===== config.mk =====
export PLATFORM = sky130hd
export DESIGN_NAME = uart_bus_master_flat
export DESIGN_NICKNAME = d
export VERILOG_FILES = /design/src/rtl/uart_bus_master_pkg.sv /design/src/rtl/uart_bus_master_if.sv /design/src/rtl/uart_bus_master_phy.sv /design/src/rtl/uart_bus_master.sv /design/src/flat_wrapper.sv
export SDC_FILE = /design/constraint.sdc
export NUM_CORES = 1
export LEC_CHECK = 0
export ABC_CLOCK_PERIOD_IN_PS = 2600
export CORE_ASPECT_RATIO = 0.6
export CORE_MARGIN = 10
export CORE_UTILIZATION = 45
export DETAILED_ROUTE_END_ITERATION = 7
export GPL_ROUTABILITY_DRIVEN = 0
export PLACE_DENSITY_LB_ADDON = 0.3
export SLEW_MARGIN = 20
export SYNTH_ARGS = -nofsm -noshare
export SYNTH_HDL_FRONTEND = slang
export SYNTH_SLANG_ARGS = --single-unit

===== constraint.sdc =====
create_clock -name clk -period 2.6 [get_ports clk]
set_clock_uncertainty 0.2 [all_clocks]
set_input_delay 0.52 -clock clk [delete_from_list [all_inputs] [get_ports clk]]
set_output_delay 0.52 -clock clk [all_outputs]
set_load 0.02 [all_outputs]

===== src/rtl/uart_bus_master_pkg.sv =====
// Shared definitions for the UART debug bus master: bus widths, command and
// response bytes, and the parser state encoding.
package uart_bus_master_pkg;

  localparam int unsigned ADDR_W = 32;
  localparam int unsigned DATA_W = 32;
  localparam int unsigned STRB_W = 4;
  localparam int unsigned BYTE_W = 8;

  localparam logic [BYTE_W-1:0] CMD_WRITE = 8'h57;
  localparam logic [BYTE_W-1:0] CMD_READ  = 8'h52;
  localparam logic [BYTE_W-1:0] RSP_ACK   = 8'h06;
  localparam logic [BYTE_W-1:0] RSP_NAK   = 8'h15;

  typedef enum logic [2:0] {
    S_CMD  = 3'd0,
    S_ADDR = 3'd1,
    S_DATA = 3'd2,
    S_BUS  = 3'd3,
    S_RESP = 3'd4
  } parser_state_e;

endpackage


===== src/rtl/uart_bus_master_if.sv =====
// PicoRV32-native memory bus between the debug bridge (master) and the
// arbitrated system bus (slave).
//   mem_valid/mem_addr/mem_wdata/mem_wstrb : request, driven by master
//   mem_ready/mem_rdata                     : completion, driven by slave
interface uart_bus_master_if;
  import uart_bus_master_pkg::*;

  logic              mem_valid;
  logic              mem_ready;
  logic [ADDR_W-1:0] mem_addr;
  logic [DATA_W-1:0] mem_wdata;
  logic [STRB_W-1:0] mem_wstrb;
  logic [DATA_W-1:0] mem_rdata;

  modport master (
    output mem_valid, mem_addr, mem_wdata, mem_wstrb,
    input  mem_ready, mem_rdata
  );

  modport slave (
    input  mem_valid, mem_addr, mem_wdata, mem_wstrb,
    output mem_ready, mem_rdata
  );
endinterface


===== src/rtl/uart_bus_master_phy.sv =====
// Full-duplex 8N1 UART PHY with a fixed bit period of CLK_DIV clocks.
//   rx: ser_rx -> rx_data, rx_valid (1-cycle pulse), rx_frame_err (1-cycle pulse)
//   tx: tx_data/tx_start (accepted when !tx_busy) -> ser_tx, tx_busy
module uart_phy #(
  parameter int unsigned CLK_DIV = 104
) (
  input  logic       clk,
  input  logic       reset,
  input  logic       ser_rx,
  output logic [7:0] rx_data,
  output logic       rx_valid,
  output logic       rx_frame_err,
  input  logic [7:0] tx_data,
  input  logic       tx_start,
  output logic       tx_busy,
  output logic       ser_tx
);

  localparam int unsigned CW   = $clog2(CLK_DIV + 1);
  localparam int unsigned HALF = CLK_DIV / 2;

  logic          rx_act_q, rx_prev_q, rx_valid_q, rx_err_q;
  logic [3:0]    rx_bit_q;
  logic [CW-1:0] rx_cnt_q;
  logic [7:0]    rx_sh_q;
  logic [CW-1:0] rx_lim_c;

  logic          tx_busy_q, ser_tx_q;
  logic [3:0]    tx_bit_q;
  logic [CW-1:0] tx_cnt_q;
  logic [8:0]    tx_sh_q;

  // Start bit is checked half a bit in; every later bit one full bit apart.
  assign rx_lim_c = (rx_bit_q == 4'd0) ? CW'(HALF - 1) : CW'(CLK_DIV - 1);

  // Receiver: bit 0 = start, 1..8 = data (LSB first), 9 = stop.
  always_ff @(posedge clk) begin
    if (reset) begin
      rx_act_q   <= 1'b0;
      rx_prev_q  <= 1'b1;
      rx_valid_q <= 1'b0;
      rx_err_q   <= 1'b0;
      rx_bit_q   <= 4'd0;
      rx_cnt_q   <= '0;
      rx_sh_q    <= 8'h00;
    end else begin
      rx_prev_q  <= ser_rx;
      rx_valid_q <= 1'b0;
      rx_err_q   <= 1'b0;
      if (!rx_act_q) begin
        if (rx_prev_q && !ser_rx) begin
          rx_act_q <= 1'b1;
          rx_bit_q <= 4'd0;
          rx_cnt_q <= '0;
        end
      end else if (rx_cnt_q == rx_lim_c) begin
        rx_cnt_q <= '0;
        if (rx_bit_q == 4'd0) begin
          if (ser_rx) rx_act_q <= 1'b0;  // glitch, not a real start bit
          else        rx_bit_q <= 4'd1;
        end else if (rx_bit_q <= 4'd8) begin
          rx_sh_q  <= {ser_rx, rx_sh_q[7:1]};
          rx_bit_q <= rx_bit_q + 4'd1;
        end else begin
          rx_act_q <= 1'b0;
          if (ser_rx) rx_valid_q <= 1'b1;
          else        rx_err_q   <= 1'b1;
        end
      end else begin
        rx_cnt_q <= rx_cnt_q + CW'(1);
      end
    end
  end

  // Transmitter: start bit goes out at acceptance, the shifter holds data+stop.
  always_ff @(posedge clk) begin
    if (reset) begin
      tx_busy_q <= 1'b0;
      ser_tx_q  <= 1'b1;
      tx_bit_q  <= 4'd0;
      tx_cnt_q  <= '0;
      tx_sh_q   <= 9'h1FF;
    end else if (!tx_busy_q) begin
      if (tx_start) begin
        tx_busy_q <= 1'b1;
        ser_tx_q  <= 1'b0;
        tx_sh_q   <= {1'b1, tx_data};
        tx_bit_q  <= 4'd0;
        tx_cnt_q  <= '0;
      end
    end else if (tx_cnt_q == CW'(CLK_DIV - 1)) begin
      tx_cnt_q <= '0;
      if (tx_bit_q == 4'd9) begin
        tx_busy_q <= 1'b0;
      end else begin
        ser_tx_q <= tx_sh_q[0];
        tx_sh_q  <= {1'b1, tx_sh_q[8:1]};
        tx_bit_q <= tx_bit_q + 4'd1;
      end
    end else begin
      tx_cnt_q <= tx_cnt_q + CW'(1);
    end
  end

  assign rx_data      = rx_sh_q;
  assign rx_valid     = rx_valid_q;
  assign rx_frame_err = rx_err_q;
  assign tx_busy      = tx_busy_q;
  assign ser_tx       = ser_tx_q;

endmodule


===== src/rtl/uart_bus_master.sv =====
// UART debug bridge: parses 'W'/'R' commands from ser_rx, runs one bus
// transaction, and answers on ser_tx (ACK for writes, 4 data bytes for reads,
// NAK for unknown commands).
//   clk, reset : clock, synchronous active-high reset
//   ser_rx     : serial command input (8N1, idle high)
//   ser_tx     : serial response output (8N1, idle high)
//   busy       : high whenever the parser is not waiting for a command byte
//   bus        : PicoRV32-native memory bus, master side
module uart_bus_master
  import uart_bus_master_pkg::*;
#(
  parameter int unsigned CLK_DIV = 104,
  parameter int unsigned TIMEOUT = 1000000
) (
  input  logic               clk,
  input  logic               reset,
  input  logic               ser_rx,
  output logic               ser_tx,
  output logic               busy,
  uart_bus_master_if.master  bus
);

  logic [7:0] rx_data;
  logic       rx_valid, rx_frame_err, tx_busy;
  logic       tx_start_c, timeout_c;
  logic [7:0] tx_data_c;

  parser_state_e     state_q, state_d;
  logic              is_wr_q, is_wr_d;
  logic [1:0]        cnt_q, cnt_d;
  logic [ADDR_W-1:0] addr_q, addr_d;
  logic [DATA_W-1:0] wdata_q, wdata_d, rdata_q, rdata_d;
  logic [31:0]       idle_q, idle_d;
  logic              mem_valid_q, mem_valid_d;
  logic [ADDR_W-1:0] mem_addr_q, mem_addr_d;
  logic [DATA_W-1:0] mem_wdata_q, mem_wdata_d;
  logic [STRB_W-1:0] mem_wstrb_q, mem_wstrb_d;
  logic              nak_pend_q, nak_pend_d;
  logic              last_q, last_d;
  logic              busy_q, busy_d;

  uart_phy #(.CLK_DIV(CLK_DIV)) u_phy (
    .clk          (clk),
    .reset        (reset),
    .ser_rx       (ser_rx),
    .rx_data      (rx_data),
    .rx_valid     (rx_valid),
    .rx_frame_err (rx_frame_err),
    .tx_data      (tx_data_c),
    .tx_start     (tx_start_c),
    .tx_busy      (tx_busy),
    .ser_tx       (ser_tx)
  );

  assign timeout_c = (idle_q >= 32'(TIMEOUT));

  // Parser state register.
  always_ff @(posedge clk) begin
    if (reset) state_q <= S_CMD;
    else       state_q <= state_d;
  end

  // Parser next state; timeout and framing errors take priority over data.
  always_comb begin
    state_d = state_q;
    case (state_q)
      S_CMD:
        if (rx_valid && (rx_data == CMD_WRITE || rx_data == CMD_READ)) state_d = S_ADDR;
      S_ADDR:
        if (timeout_c || rx_frame_err)        state_d = S_CMD;
        else if (rx_valid && cnt_q == 2'd3)   state_d = is_wr_q ? S_DATA : S_BUS;
      S_DATA:
        if (timeout_c || rx_frame_err)        state_d = S_CMD;
        else if (rx_valid && cnt_q == 2'd3)   state_d = S_BUS;
      S_BUS:
        if (mem_valid_q && bus.mem_ready)     state_d = S_RESP;
      S_RESP:
        if (last_q && !tx_busy)               state_d = S_CMD;
      default:                                state_d = S_CMD;
    endcase
  end

  // Datapath and output next values.
  always_comb begin
    is_wr_d     = is_wr_q;
    cnt_d       = cnt_q;
    addr_d      = addr_q;
    wdata_d     = wdata_q;
    rdata_d     = rdata_q;
    idle_d      = 32'd0;
    mem_valid_d = mem_valid_q;
    mem_addr_d  = mem_addr_q;
    mem_wdata_d = mem_wdata_q;
    mem_wstrb_d = mem_wstrb_q;
    nak_pend_d  = nak_pend_q;
    last_d      = last_q;
    tx_start_c  = 1'b0;
    tx_data_c   = RSP_NAK;
    case (state_q)
      S_CMD: begin
        // NAK is held pending until the TX PHY can take it.
        if (nak_pend_q) begin
          tx_start_c = 1'b1;
          if (!tx_busy) nak_pend_d = 1'b0;
        end
        if (rx_valid) begin
          if (rx_data == CMD_WRITE || rx_data == CMD_READ) begin
            is_wr_d = (rx_data == CMD_WRITE);
            cnt_d   = 2'd0;
          end else begin
            nak_pend_d = 1'b1;
          end
        end
      end
      S_ADDR, S_DATA: begin
        idle_d = idle_q + 32'd1;
        if (rx_valid && !timeout_c) begin
          idle_d = 32'd0;
          cnt_d  = cnt_q + 2'd1;
          if (state_q == S_ADDR) addr_d  = {rx_data, addr_q[31:8]};
          else                   wdata_d = {rx_data, wdata_q[31:8]};
        end
      end
      S_BUS: begin
        if (mem_valid_q && bus.mem_ready) begin
          rdata_d     = bus.mem_rdata;
          mem_valid_d = 1'b0;
          cnt_d       = 2'd0;
          last_d      = 1'b0;
        end
      end
      S_RESP: begin
        tx_data_c  = is_wr_q ? RSP_ACK : rdata_q[{cnt_q, 3'b000} +: 8];
        tx_start_c = !last_q;
        if (!last_q && !tx_busy) begin
          if (is_wr_q || cnt_q == 2'd3) last_d = 1'b1;
          else                          cnt_d  = cnt_q + 2'd1;
        end
      end
      default: ;
    endcase
    // Launch the bus request the cycle after the final command byte.
    if (state_d == S_BUS && state_q != S_BUS) begin
      mem_valid_d = 1'b1;
      mem_addr_d  = {addr_d[31:2], 2'b00};
      mem_wdata_d = wdata_d;
      mem_wstrb_d = is_wr_q ? 4'hF : 4'h0;
    end
    busy_d = (state_d != S_CMD);
  end

  always_ff @(posedge clk) begin
    if (reset) begin
      is_wr_q     <= 1'b0;
      cnt_q       <= 2'd0;
      addr_q      <= '0;
      wdata_q     <= '0;
      rdata_q     <= '0;
      idle_q      <= 32'd0;
      mem_valid_q <= 1'b0;
      mem_addr_q  <= '0;
      mem_wdata_q <= '0;
      mem_wstrb_q <= '0;
      nak_pend_q  <= 1'b0;
      last_q      <= 1'b0;
      busy_q      <= 1'b0;
    end else begin
      is_wr_q     <= is_wr_d;
      cnt_q       <= cnt_d;
      addr_q      <= addr_d;
      wdata_q     <= wdata_d;
      rdata_q     <= rdata_d;
      idle_q      <= idle_d;
      mem_valid_q <= mem_valid_d;
      mem_addr_q  <= mem_addr_d;
      mem_wdata_q <= mem_wdata_d;
      mem_wstrb_q <= mem_wstrb_d;
      nak_pend_q  <= nak_pend_d;
      last_q      <= last_d;
      busy_q      <= busy_d;
    end
  end

  assign bus.mem_valid = mem_valid_q;
  assign bus.mem_addr  = mem_addr_q;
  assign bus.mem_wdata = mem_wdata_q;
  assign bus.mem_wstrb = mem_wstrb_q;
  assign busy          = busy_q;

endmodule


===== src/flat_wrapper.sv =====
// flat-port wrapper written by rule: the top's interface ports become plain ports
module uart_bus_master_flat import uart_bus_master_pkg::*;
#(
  parameter int unsigned CLK_DIV = 104,
  parameter int unsigned TIMEOUT = 1000000
)
  (clk, reset, ser_rx, ser_tx, busy, bus_mem_valid, bus_mem_addr, bus_mem_wdata, bus_mem_wstrb, bus_mem_ready, bus_mem_rdata);
  uart_bus_master_if bus_i ();
  input  logic clk;
  input  logic reset;
  input  logic ser_rx;
  output logic ser_tx;
  output logic busy;
  output wire logic [$bits(bus_i.mem_valid)-1:0] bus_mem_valid;
  output wire logic [$bits(bus_i.mem_addr)-1:0] bus_mem_addr;
  output wire logic [$bits(bus_i.mem_wdata)-1:0] bus_mem_wdata;
  output wire logic [$bits(bus_i.mem_wstrb)-1:0] bus_mem_wstrb;
  input wire logic [$bits(bus_i.mem_ready)-1:0] bus_mem_ready;
  input wire logic [$bits(bus_i.mem_rdata)-1:0] bus_mem_rdata;
  assign bus_mem_valid = bus_i.mem_valid;
  assign bus_mem_addr = bus_i.mem_addr;
  assign bus_mem_wdata = bus_i.mem_wdata;
  assign bus_mem_wstrb = bus_i.mem_wstrb;
  assign bus_i.mem_ready = bus_mem_ready;
  assign bus_i.mem_rdata = bus_mem_rdata;
  uart_bus_master #(.CLK_DIV(CLK_DIV), .TIMEOUT(TIMEOUT)) u_core (.clk(clk), .reset(reset), .ser_rx(ser_rx), .ser_tx(ser_tx), .busy(busy), .bus(bus_i));
endmodule

==> impl_metrics.yaml <==
logic_synthesis:
  yosysTopAreaCellShare: 0.4799
  yosysTopAreaCell: "dfxtp_1"
  synthDistinctLibCells: 63
  synth_area_leaders: "dfxtp_1 (48%), mux2i_1 (7.1%), a21oi_1 (6.3%), a211oi_2 (6.2%), nor2_1 (5.0%)"
  synth_edf_count: 0
  syn_area_um2: 10140
  seq_area_frac_synth: 0.4799
  synth_compound_area_frac: 0.1827
  synth_most_common_cell: "dfxtp_1"
  synth-simple-area-share: 0.1630
  muxShareOfSynthArea: 0.08998
  syn_inst: 1074
  yosys_warnings: 0
  synth_flop_cell: "dfxtp_1"
  synth_common_cells: "dfxtp_1 (243), nor2_1 (135), a21oi_1 (128)"
  synth_top_family_by_area: "compound AO/OA/AOI/OAI gates"
  synth_xor_area_frac: 0.02938
  synthAdderAreaFrac: 0.01111
  ys_async_sr_fraction: 0
  syn_avg_cell_area_um2: 9.439
  ys_ff_latch: 243
layout:
  layoutNonFillerInstCount: 1465
  syn_to_final_growth_pct: 22.97
  antenna_cells: 0
  nNetsFinal: 1206
  final_layout_size_suffix_gt1_frac: 0.1366
  fin_area_um2: 12470
  fill_cells: 1924
sta:
  final.setup.worst_slack_ns: 0.1419
  timing.fmax_ghz: 0.4068
  setup_violations: 0
  drv_slew: 0
  worst-slew-pin-transition_ns: 0.6347
  hold_viol: 0
  final.period_utilization: 0.9454
  rsz0062_at_grt: "false"
  relSlewSlack: 0.5749
  final.min_clock_period_ns: 2.458
  finalSetupTns_ns: 0
placement:
  hpwl_um: 16410
  port_buffers: 104
  placed_cells: 1421
  place_ws_ns: 0.1604
  dpl_cell_area_um2: 11580
cts:
  cts_buffers: 24
  cts.sinks: 243
  cts_root_buf: "clkbuf_16"
  cts_tree: "done"
  insertion_delay_ns: 0.52
  clockBufferDepth: 3
  htree_levels: 1
  postCtsSetupBuffers: 0
  clkTransAtPathRegs_ns: 0.06
  hold_buffers: 0
  cts_resized: 0
worst_setup_path:
  end_kind: "flop"
  critical_path_class: "reg2reg"
  critPathLaunch: "u_core.idle_q[12]"
  start_kind: "flop"
  r2r_start: "u_core.idle_q[12]"
  crit_required_ns: 2.80
  arrival_ns: 2.65
  critical_path.max_fanout: 30
pwr:
  irDropWorstVdd_v: 0.0004533
  p_leak_nw: 4.385
  p_per_area_nw_per_um2: 618.0
detailed_routing:
  first_pass_iters: 7
  via_per_inst: 5.428
  wirelength_um: 24410
  drt_iter0_markers: 539
  via_count: 7952
  drc: 0
  drtAntennaViolNets: 0
  wire_per_inst_um: 16.66
global_route:
  grt_pass1_vias: 7566
  grt_start_max_net_pins: 71
  grt_first_pass_wirelength_um: 39450
  track_usage: 0.1621
  gr-total-overflow: 0
  antenna_found_initial: 0
floorplan:
  dieWidth_um: 213.8
  die-area_um2: 29130
  start_util: 0.4593
  ioPinCount: 107
  die_h_um: 136.3
  fp-row-count: 42
  coreArea_um2: 22070
job:
  cap_violations: 0
worst_hold_path:
  hold_class: "in2reg"
  worstHoldStart: "reset"
outcome:
  outcome: "finished, final reports clean"
power by group:
part	switching [mW]	internal (mW)
Clock	1.49	2.33
Sequential	0.00508	3.72
Combinational	0.0870	0.0648
Total	1.59	6.12
flip-flops by register name, summed over array words and instances, names as in the netlist, 2 cells and up:
register	cells
u_core.u_phy.rx_data	8
u_core.cnt_q	2
u_core.u_phy.rx_cnt_q	7
u_core.bus.mem_wdata	32
u_core.idle_q	32
u_core.u_phy.tx_sh_q	8
u_core.state_q	3
u_core.bus.mem_addr	30
u_core.u_phy.rx_bit_q	4
u_core.rdata_q	32
u_core.u_phy.tx_bit_q	4
u_core.wdata_q	32
u_core.addr_q	30
u_core.u_phy.tx_cnt_q	7
stage by stage:
| stage | utilization | power [mW] | hold WS [ns] |
|---|---|---|---|
| 4_1_cts | 0.5648 | 7.769 | 0.2381 |
| 3_5_place_dp | 0.5248 | 3.965 | 0.2468 |
| 5_1_grt | 0.5648 | 7.918 | 0.2666 |
| 6_report | 0.5648 | 7.704 | 0.2360 |
| 2_1_floorplan | - | 3.887 | 0.2331 |
| 3_3_place_gp | 0.5248 | 3.965 | 0.2394 |
per-layer routing:
metal	global-route usage	wire (µm)	part of all wire	vias up
li1	-	-	-	3984
met1	0.2442	12960	0.53	3778
met2	0.2317	9821	0.40	161
met3	0.03172	1235	0.051	29
met4	0.03293	396	0.016	0
met5	0	0	0	-
cell type report:
class                           count  area (µm²)  area share
Sequential cell                   243        4865      0.3902
Inverter                           14       52.55    0.004216
Multi-Input combinational cell    734        4841      0.3883
Clock buffer                       33       715.7     0.05741
Timing Repair Buffer              144        1468      0.1177
Clock inverter                     11       166.4     0.01335
Tap cell                          286       357.8     0.02871
worst paths after layout:
check                        endpoint  slack, ns  cells past startpoint
min          u_core.u_phy.tx_cnt_q[3]       0.24                      2
max reg2reg    u_core.bus.mem_addr[6]       0.14                      6
min reg2reg        u_core.rdata_q[18]       0.25                      2
max            u_core.bus.mem_addr[6]       0.14                      6
critical path, cell delays in order, from the launching register on:
cell	delay, ns
dfxtp_1	0.35
nor4_1	0.40
a311o_1	0.36
and4b_2	0.31
buf_12	0.23
mux2i_1	0.34
a211oi_2	0.11
layout by cell type, fill, tap and decap left out, types with 7 or more instances in the layout:
cell type          n
dfxtp_1          243
nor2_1           135
a21oi_1          128
clkdlybuf4s50_1  103
nand2_1           92
mux2i_1           72
a211oi_2          50
buf_4             30
nand3_1           25
clkbuf_16         25
xor2_1            22
o21ai_0           22
nand4_1           14
inv_1             13
a211oi_1          13
nor3_1            13
xnor2_1           12
buf_12            10
and3_1             9
a211o_1            9
ha_1               9
nand2b_1           8
or3_1              8
mux4_2             8
nor2b_1            7
cells by family after synthesis:
group           after synthesis
compound gates              258
other cells                   1
mux                          81
simple gates                350
buf+inv                      98
xor+xnor                     34
flops                       243
fa+ha+maj                     9
No activity file was read; power rests on OpenSTA's default activity.
